File: src/rtl/ds_pkg.sv
// Shared definitions for the sinc2 delta-sigma decimator: default ratio,
// output-width rule and the output-state enum.
package ds_pkg;

    localparam int OSR_DEFAULT = 64;

    // Output width: W bits hold 0..OSR^2 exactly (OSR=64 gives W=13).
    function automatic int calc_w(input int osr);
        return 2 * $clog2(osr) + 1;
    endfunction

    typedef enum logic {
        FILL = 1'b0,
        RUN  = 1'b1
    } state_e;

endpackage

File: src/rtl/ds_decimator_if.sv
// Bitstream input and decimated-sample output bundle for ds_decimator.
interface ds_decimator_if
    import ds_pkg::*;
#(
    parameter int W = calc_w(OSR_DEFAULT)
);

    logic         BIT_IN;
    logic         BIT_EN;
    logic         READY;
    logic [W-1:0] DATA;
    logic         VALID;
    logic         OVERRUN;

    // master drives the bitstream and consumes samples; slave is the decimator.
    modport master (
        output BIT_IN, BIT_EN, READY,
        input  DATA, VALID, OVERRUN
    );

    modport slave (
        input  BIT_IN, BIT_EN, READY,
        output DATA, VALID, OVERRUN
    );

endinterface

File: src/rtl/ds_integrator.sv
// W-bit enabled accumulator with synchronous reset; wraps modulo 2^W.
module ds_integrator
    import ds_pkg::*;
#(
    parameter int W = calc_w(OSR_DEFAULT)
) (
    input  logic         clk,
    input  logic         rst,
    input  logic         en_i,
    input  logic [W-1:0] in_i,
    output logic [W-1:0] acc_o
);

    logic [W-1:0] acc_q;
    logic [W-1:0] acc_d;

    always_comb begin
        acc_d = acc_q;
        if (en_i) begin
            acc_d = acc_q + in_i;
        end
    end

    always_ff @(posedge clk) begin
        if (rst) begin
            acc_q <= '0;
        end else begin
            acc_q <= acc_d;
        end
    end

    assign acc_o = acc_q;

endmodule

File: src/rtl/ds_decimator.sv
// Sinc2 (second-order CIC) decimator: two bit-rate integrators, decimate by
// OSR, two sample-rate combs, and a valid/ready output register with overrun.
module ds_decimator
    import ds_pkg::*;
#(
    parameter int OSR = OSR_DEFAULT
) (
    input  logic          CLK,
    input  logic          RST,
    ds_decimator_if.slave bus
);

    localparam int W  = calc_w(OSR);
    localparam int CW = $clog2(OSR);

    logic [W-1:0]  bit_ext;
    logic [W-1:0]  int1_q;
    logic [W-1:0]  int2_q;

    logic [CW-1:0] cnt_q,     cnt_d;
    logic [W-1:0]  z1_q,      z1_d;
    logic [W-1:0]  z2_q,      z2_d;
    logic [W-1:0]  data_q,    data_d;
    logic          valid_q,   valid_d;
    logic          overrun_q, overrun_d;
    state_e        state_q,   state_d;

    logic          frame_end;
    logic          load;
    logic          xfer;
    logic [W-1:0]  samp;
    logic [W-1:0]  comb1;
    logic [W-1:0]  comb2;

    assign bit_ext = {{(W-1){1'b0}}, bus.BIT_IN};

    ds_integrator #(.W(W)) u_int1 (
        .clk   (CLK),
        .rst   (RST),
        .en_i  (bus.BIT_EN),
        .in_i  (bit_ext),
        .acc_o (int1_q)
    );

    ds_integrator #(.W(W)) u_int2 (
        .clk   (CLK),
        .rst   (RST),
        .en_i  (bus.BIT_EN),
        .in_i  (int1_q),
        .acc_o (int2_q)
    );

    // Sample the second integrator's post-update value, then comb twice.
    assign samp      = int2_q + int1_q;
    assign comb1     = samp - z1_q;
    assign comb2     = comb1 - z2_q;
    assign frame_end = bus.BIT_EN && (cnt_q == CW'(OSR - 1));
    assign xfer      = valid_q && bus.READY;
    assign load      = frame_end && (state_q == RUN);

    always_comb begin
        cnt_d     = cnt_q;
        z1_d      = z1_q;
        z2_d      = z2_q;
        state_d   = state_q;
        data_d    = data_q;
        valid_d   = valid_q;
        overrun_d = 1'b0;

        if (bus.BIT_EN) begin
            cnt_d = cnt_q + CW'(1);
        end

        if (frame_end) begin
            z1_d    = samp;
            z2_d    = comb1;
            state_d = RUN;
        end

        // The first frame only primes the combs; its result is dropped.
        if (load) begin
            data_d    = comb2;
            valid_d   = 1'b1;
            overrun_d = valid_q && !bus.READY;
        end else if (xfer) begin
            valid_d = 1'b0;
        end
    end

    always_ff @(posedge CLK) begin
        if (RST) begin
            cnt_q     <= '0;
            z1_q      <= '0;
            z2_q      <= '0;
            state_q   <= FILL;
            data_q    <= '0;
            valid_q   <= 1'b0;
            overrun_q <= 1'b0;
        end else begin
            cnt_q     <= cnt_d;
            z1_q      <= z1_d;
            z2_q      <= z2_d;
            state_q   <= state_d;
            data_q    <= data_d;
            valid_q   <= valid_d;
            overrun_q <= overrun_d;
        end
    end

    assign bus.DATA    = data_q;
    assign bus.VALID   = valid_q;
    assign bus.OVERRUN = overrun_q;

endmodule

File: src/flat_wrapper.sv
// flat-port wrapper written by rule: the top's interface ports become plain ports
module ds_decimator_flat import ds_pkg::*;
#(
    parameter int OSR = OSR_DEFAULT
)
  (CLK, RST, bus_BIT_IN, bus_BIT_EN, bus_READY, bus_DATA, bus_VALID, bus_OVERRUN);
  ds_decimator_if bus_i ();
  input  logic CLK;
  input  logic RST;
  input wire logic [$bits(bus_i.BIT_IN)-1:0] bus_BIT_IN;
  input wire logic [$bits(bus_i.BIT_EN)-1:0] bus_BIT_EN;
  input wire logic [$bits(bus_i.READY)-1:0] bus_READY;
  output wire logic [$bits(bus_i.DATA)-1:0] bus_DATA;
  output wire logic [$bits(bus_i.VALID)-1:0] bus_VALID;
  output wire logic [$bits(bus_i.OVERRUN)-1:0] bus_OVERRUN;
  assign bus_i.BIT_IN = bus_BIT_IN;
  assign bus_i.BIT_EN = bus_BIT_EN;
  assign bus_i.READY = bus_READY;
  assign bus_DATA = bus_i.DATA;
  assign bus_VALID = bus_i.VALID;
  assign bus_OVERRUN = bus_i.OVERRUN;
  ds_decimator #(.OSR(OSR)) u_core (.CLK(CLK), .RST(RST), .bus(bus_i));
endmodule
File: config.mk
export PLATFORM = sky130hd
export DESIGN_NAME = ds_decimator_flat
export DESIGN_NICKNAME = d
export VERILOG_FILES = /design/src/rtl/ds_pkg.sv /design/src/rtl/ds_decimator_if.sv /design/src/rtl/ds_integrator.sv /design/src/rtl/ds_decimator.sv /design/src/flat_wrapper.sv
export SDC_FILE = /design/constraint.sdc
export NUM_CORES = 1
export LEC_CHECK = 0
export CAP_MARGIN = 20
export CELL_PAD_IN_SITES_DETAIL_PLACEMENT = 0
export CELL_PAD_IN_SITES_GLOBAL_PLACEMENT = 1
export CORE_MARGIN = 5
export CORE_UTILIZATION = 43
export DETAILED_ROUTE_END_ITERATION = 6
export HOLD_SLACK_MARGIN = 0.02
export PLACE_DENSITY_LB_ADDON = 0.1
export SYNTH_ARGS = -nofsm -noshare
export SYNTH_HDL_FRONTEND = slang
export SYNTH_HIERARCHICAL = 1
export SYNTH_SLANG_ARGS = --single-unit
File: constraint.sdc
create_clock -name CLK -period 4.48 [get_ports CLK]
set_input_delay 1.12 -clock CLK [delete_from_list [all_inputs] [get_ports CLK]]
set_output_delay 1.12 -clock CLK [all_outputs]
set_load 0.005 [all_outputs]
# Word-level counts from Yosys, hierarchy flattened
# Cells that the tools add are included.
[word_totals] ff_bits=74 out_inout_bits=15
[classes] addsub=5 n_eq_ne=1 muxes=2 bitwise=1 n_reduce_logical=7
[ops] op="$sub 13x13->13" count=2
[ops] op="$add 13x1->13" count=1
[ops] op="$add 13x13->13" count=1
[ops] op="$add 6x1->6 const B" count=1
[ops] op="$eq 6x6->1 const B" count=1
[ops] op="$logic_and 1x1->1" count=4
[ops] op="$mux 1" count=2
[ops] op="$reduce_bool 2->1" count=1
[ops] op="$reduce_or 2->1" count=1
[ops] op="$logic_not 1->1" count=1
[ops] op="$not 1->1" count=1

# Longest topological paths before layout
[logic_depth] word_depth=5 ltp_mapped=22 depth_no_buf=22

# Modules after synthesis
# Netlist, hierarchy kept.
[modules_own_cells] mod="ds_decimator" n_inst=1 cells_each=416 area_each_um2=3316.9
[modules_own_cells] mod="ds_integrator" n_inst=2 cells_each=125 area_each_um2=1092.3

# Worst setup path after synthesis
# Ideal clock, no wire load.
[synth_path] path_kind="register to register" from="register u_core.u_int1.acc_q[0], in the netlist u_core/u_int1/acc_o[0]" to="register u_core.data_q[12], in the netlist u_core/bus.DATA[12]" setup_time_ps=122 t_arrival_ps=4033 required_time_ps=4358 path_slack_ps=325 path_stages_with_launch=20 cell_sequence="dfxtp_1 ha_1 fa_1 a211oi_2 nor2_1 o41ai_4 xnor2_1 ha_1 clkbuf_1 a21o_1 a31oi_1 xnor2_1 ha_1 inv_1 nor3_1 a31oi_1 o21ai_0 mux2i_1 o21ai_0 o311a_1"
[synth_via] elab_chain_len=3
[synth_lines] item="from (decl)" line="ds_integrator.sv:14" rtl="logic [W-1:0] acc_q;"
[synth_lines] item="from (signal assigned)" line="ds_integrator.sv:26" rtl="acc_q <= '0;"
[synth_lines] item="from (signal assigned)" line="ds_integrator.sv:28" rtl="acc_q <= acc_d;"
[synth_lines] item="$add 13x13->13" line="ds_decimator.sv:54" rtl="assign samp = int2_q + int1_q;"
[synth_lines] item="net u_core.samp[8]" line="ds_decimator.sv:31" rtl="logic [W-1:0] samp;"
[synth_lines] item="$sub 13x13->13" line="ds_decimator.sv:55" rtl="assign comb1 = samp - z1_q;"
[synth_lines] item="net u_core.comb1[9]" line="ds_decimator.sv:32" rtl="logic [W-1:0] comb1;"
[synth_lines] item="$sub 13x13->13" line="ds_decimator.sv:56" rtl="assign comb2 = comb1 - z2_q;"
[synth_lines] item="to (signal assigned)" line="ds_decimator.sv:104" rtl="data_q <= data_d;"
[synth_lines] item="to (decl)" line="ds_decimator.sv:23" rtl="logic [W-1:0] data_q, data_d;"
# The timed path passes the listed nets, and every way through them passes these cells.
# A chain may end at the register's enable or synchronous reset.

# Worst setup path after layout
# Same ends and word-level chain as after synthesis.

==> impl_summary.txt <==
----------------------------------------------------
[Synth]
  Post-synth EDFFs ... 0
  Cell with the most instances after synthesis ... sky130_fd_sc_hd__dfxtp_1
  Register area share after synthesis ... 26.93%
  Cell accounting for the most synthesized area ... sky130_fd_sc_hd__dfxtp_1
  Asr flop ratio synth ... 0%
  Largest cells by area after synthesis ... sky130_fd_sc_hd__dfxtp_1 (27%), sky130_fd_sc_hd__ha_1 (14%), sky130_fd_sc_hd__a21oi_1 (6.5%), sky130_fd_sc_hd__xnor2_1 (4.8%), sky130_fd_sc_hd__nand2_1 (4.4%)
  Yosys warnings ... 6
  Synthesized-area fraction occupied by adder cells ... 15.69%
  XOR/XNOR Fraction of Synth Area ... under 10%
  Cell types with the highest counts after synthesis ... sky130_fd_sc_hd__dfxtp_1 (74), sky130_fd_sc_hd__a21oi_1 (72), sky130_fd_sc_hd__nand2_1 (65)
  Post-synthesis simple-gate area fraction ... 17.92%
  Compound-gate portion of the synthesized area ... 25.02%
  Area share of the largest cell type after synthesis ... 26.93%
  Number of different library cells in the post-synthesis netlist ... 61
  Post-synthesis area per instance ... 8.261 sq um
  Mapped Area ... around 5500 sq um
  Top FF cell, synth ... sky130_fd_sc_hd__dfxtp_1
  Register bit count reported by yosys ... 74
  Multiplexer fraction of the synthesized cell area ... approximately 3.4%
  Synthesized instance count ... around 670
  Largest family of logic cells by synthesized area ... compound AO/OA/AOI/OAI gates

[Floorplan]
  Core Rows ... 41
  Die area ... 15,160 sq um
  CORE AREA ... 12,570 sq um
  Width of the die ... 123.1 um
  Initial standard-cell utilization of the core ... approximately 44%
  Overall die height ... 123.1 um
  I/O pin count ... 20

[STA]
  Unrepaired setup endpoints after global routing ... yes
  Final setup violating endpoints ... 0
  Final Hold Vio Count ... 0
  Crit share post-route ... between 90 and 100%
  Clock period minus worst slack ... 4308 ps
  Headroom to the max-slew limit ... a little under three fifths
  Worst Hold Slack ... around 450 ps
  Maximum clock skew at final layout ... 7.762 ps
  Highest attainable clock frequency ... between 200 and 250 MHz
  Slew at the pin closest to its max-slew limit ... ~670 ps
  Final Max Tran Viols ... 0

[Critical path]
  Worst reg2reg path depth ... 20
  Startpoint class of the critical path ... flop
  Crit path launch ... u_core/u_int1/acc_o[0]$_SDFFE_PP0P_
  Worst flop-to-flop path endpoint ... u_core/bus.DATA[12]$_SDFFE_PP0P_
  Endpoint required time on the critical path ... 4710 ps
  Worst path arrival time ... 4540 ps
  Launching point of the worst reg2reg path ... u_core/u_int1/acc_o[0]$_SDFFE_PP0P_
  FF-to-FF setup slack ... 170 ps
  Worst setup endpoint ... u_core/bus.DATA[12]$_SDFFE_PP0P_
  Critical path endpoint category ... flop
  Max FO, Critical Path ... 4
  Startpoint-to-endpoint class of the critical path ... reg2reg

[CTS]
  Sink Count ... 74
  Root Buffer Master ... sky130_fd_sc_hd__clkbuf_16
  Clk Latency, worst-skew pair ... about 340 ps
  Clock buffers created by TritonCTS ... 9
  Clock transition at the registers of the reported paths ... 60 ps
  CTS tree ... done
  Quantity of hold-fixing buffers added after cts ... 0
  Number of buffers on the longest clock path ... 2
  H-tree Lvls ... 3

[Routing]
  Wire length per cell after detailed routing ... 13.17 um
  Remaining antenna violation count after routing ... 0
  Total number of vias ... 4,599
  DRC violations left ... 0
  Sum of routed wire length over all layers ... 11,510 um
  Drt first pass iters ... 4
  Via density per instance ... approximately 5.3
  Drt first-iter violations ... 139

[Global routing]
  Global-route wire length before repair ... 19,630 um
  Number of antenna violations at the first check in global routing ... 0
  Maximum number of pins on one net before global-route repair ... 55
  Number of global-route vias before repair ... 4,479
  GRT Residual Overflow ... 0
  Overall routing resource usage ... 16.08%

[Finish]
  NumNets Final ... around 770
  Diode insertion count for antenna repair ... 0
  Layout area overhead ... 14.99%
  Final cell utilization of the core ... roughly 50%
  Total of fill cells in the finished design ... 1,247
  Layout cells sized above 1 ... approximately 8.8%

[Placement]
  Buffers added on ports ... 19
  Weighted congestion at the end of routability-driven global placement ... 0.8296
  Detail Placement HPWL ... 8542 um

[Pwr]
  Peak supply drop ... 0.0001761 V
  Power Density ... between 400 and 500 nW/um^2
  Standby leakage power ... 0.002627 uW

[Hold path]
  Worst min-delay path class ... reg2reg
  Hold-critical path depth ... 2

[Status]
  Run status ... completed

[Run]
  Max cap viols ... 0

----------------------------------------------------
## worst max-delay path, stage by stage (launching register included)
cell and delay (ps):
sky130_fd_sc_hd__dfxtp_1 340, sky130_fd_sc_hd__ha_1 240, sky130_fd_sc_hd__fa_2 380, sky130_fd_sc_hd__a21o_2 230, sky130_fd_sc_hd__a211oi_2 220, sky130_fd_sc_hd__nor2_1 80, sky130_fd_sc_hd__ha_1 360, sky130_fd_sc_hd__o21a_1 150
sky130_fd_sc_hd__o31a_1 170, sky130_fd_sc_hd__o211ai_1 120, sky130_fd_sc_hd__a21oi_1 180, sky130_fd_sc_hd__nor2_1 70, sky130_fd_sc_hd__xnor2_1 150, sky130_fd_sc_hd__ha_1 380, sky130_fd_sc_hd__nand2_1 90, sky130_fd_sc_hd__nor3_1 130
sky130_fd_sc_hd__a31oi_1 120, sky130_fd_sc_hd__o21ai_2 110, sky130_fd_sc_hd__mux2i_1 240, sky130_fd_sc_hd__o21ai_0 110, sky130_fd_sc_hd__o311a_1 320
## cell families after synthesis
| kind of cell | count (synthesis) |
|---|---|
| AOI/OAI and AO/OA | 202 |
| and+or+nand+nor | 202 |
| DFF | 74 |
| adders and majority gates | 66 |
| buffers and inverters | 62 |
| xor gates and xnor gates | 41 |
| muxes | 18 |
| other | 1 |
## sequential cells by signal (all words and copies together) (netlist names)
register             count
u_core/bus.DATA         13
u_core/bus.OVERRUN       1
u_core/bus.VALID         1
u_core/cnt_q             6
u_core/state_q           1
u_core/u_int1/acc_o     13
u_core/u_int2/acc_o     13
u_core/z1_q             13
u_core/z2_q             13
## where the power goes
| group | switching [uW] | leakage (uW) | total (uW) | internal [uW] |
|---|---|---|---|---|
| sequential | 38.7 | 0.000601 | 730 | 691 |
| combinational | 782 | 0.00187 | 1430 | 653 |
| clock | 300 | 0.000158 | 843 | 543 |
| total | 1120 | 0.00263 | 3010 | 1890 |
## cell type report
class,instances,area [sq um],area share [%]
Clock buffer,9,225.2,3.560
Tap cell,172,215.2,3.402
Sequential cell,74,1483,23.44
Timing Repair Buffer,30,262.8,4.153
Clock inverter,7,117.6,1.859
Inverter,37,138.9,2.195
Multi-Input combinational cell,545,3884,61.39
## cells in the final DEF, fill, tap and decap left out, types with 4 or more instances in the layout
cell | netlist | layout
sky130_fd_sc_hd__clkdlybuf4s50_1 | 0 | 17
sky130_fd_sc_hd__a31oi_1 | 6 | 5
sky130_fd_sc_hd__and3_1 | 4 | 4
sky130_fd_sc_hd__or3_1 | 5 | 5
sky130_fd_sc_hd__a21oi_2 | 2 | 4
sky130_fd_sc_hd__mux2i_1 | 14 | 14
sky130_fd_sc_hd__nor3_1 | 5 | 5
sky130_fd_sc_hd__nand4_1 | 4 | 4
sky130_fd_sc_hd__o21a_1 | 7 | 7
sky130_fd_sc_hd__dfxtp_1 | 74 | 73
sky130_fd_sc_hd__clkbuf_16 | 0 | 9
sky130_fd_sc_hd__a2111o_1 | 4 | 4
sky130_fd_sc_hd__a21oi_1 | 72 | 70
sky130_fd_sc_hd__a211oi_1 | 16 | 15
sky130_fd_sc_hd__o21ai_1 | 5 | 6
sky130_fd_sc_hd__nand3_1 | 11 | 11
sky130_fd_sc_hd__xor2_1 | 10 | 10
sky130_fd_sc_hd__o21bai_1 | 9 | 9
sky130_fd_sc_hd__nor3b_1 | 6 | 6
sky130_fd_sc_hd__nand2b_1 | 13 | 13
sky130_fd_sc_hd__nor2b_1 | 8 | 8
sky130_fd_sc_hd__o31a_1 | 4 | 4
sky130_fd_sc_hd__nor2_1 | 57 | 57
sky130_fd_sc_hd__nand2_1 | 65 | 65
sky130_fd_sc_hd__xnor2_1 | 30 | 30
sky130_fd_sc_hd__conb_1 | 1 | 16
sky130_fd_sc_hd__fa_1 | 5 | 4
sky130_fd_sc_hd__o211ai_1 | 5 | 5
sky130_fd_sc_hd__a211oi_2 | 3 | 4
sky130_fd_sc_hd__nand3b_1 | 10 | 10
sky130_fd_sc_hd__a21o_1 | 23 | 23
sky130_fd_sc_hd__o21ai_2 | 2 | 4
sky130_fd_sc_hd__ha_1 | 61 | 60
sky130_fd_sc_hd__o21ai_0 | 21 | 18
sky130_fd_sc_hd__buf_4 | 0 | 11
sky130_fd_sc_hd__inv_1 | 37 | 37
## layer usage
layer / track usage [%] / wire length [um]
met1: 17.93 / 5108
met2: 30.27 / 5866
met3: 1.967 / 324
met4: 7.405 / 215
met5: 0 / 0
## per-stage QoR
step	cell area, sq um	total power, uW	setup slack [ps]	instances	setup TNS (ps)
after global placement	5927	2079	136.5	856	0
after detailed placement	5927	2101	25.31	856	0
after floorplan	5558	1834	325.0	681	0
after CTS	6276	2976	11.77	872	0
after global routing	6326	3248	-45.84	874	-45.84
final	6326	3007	171.7	874	0
## worst min path at each step
stage                                     start                                to  slack (ps)
2_1_floorplan      u_core/z1_q[10]$_SDFFE_PP0P_      u_core/z1_q[10]$_SDFFE_PP0P_         440
3_3_place_gp    u_core/bus.DATA[9]$_SDFFE_PP0P_   u_core/bus.DATA[9]$_SDFFE_PP0P_         440
3_5_place_dp    u_core/bus.DATA[9]$_SDFFE_PP0P_   u_core/bus.DATA[9]$_SDFFE_PP0P_         440
4_1_cts        u_core/bus.DATA[10]$_SDFFE_PP0P_  u_core/bus.DATA[10]$_SDFFE_PP0P_         450
5_1_grt             u_core/z1_q[4]$_SDFFE_PP0P_       u_core/z1_q[4]$_SDFFE_PP0P_         470
6_report        u_core/bus.DATA[8]$_SDFFE_PP0P_   u_core/bus.DATA[8]$_SDFFE_PP0P_         450
## repair_timing
item	in CTS	in global routing
pin swaps	0	5
resized for setup	1	13
setup buffers	0	2
endpoints found under the hold margin	0	0
setup endpoints to repair	1	4
No activity file was read; power rests on OpenSTA's default activity.
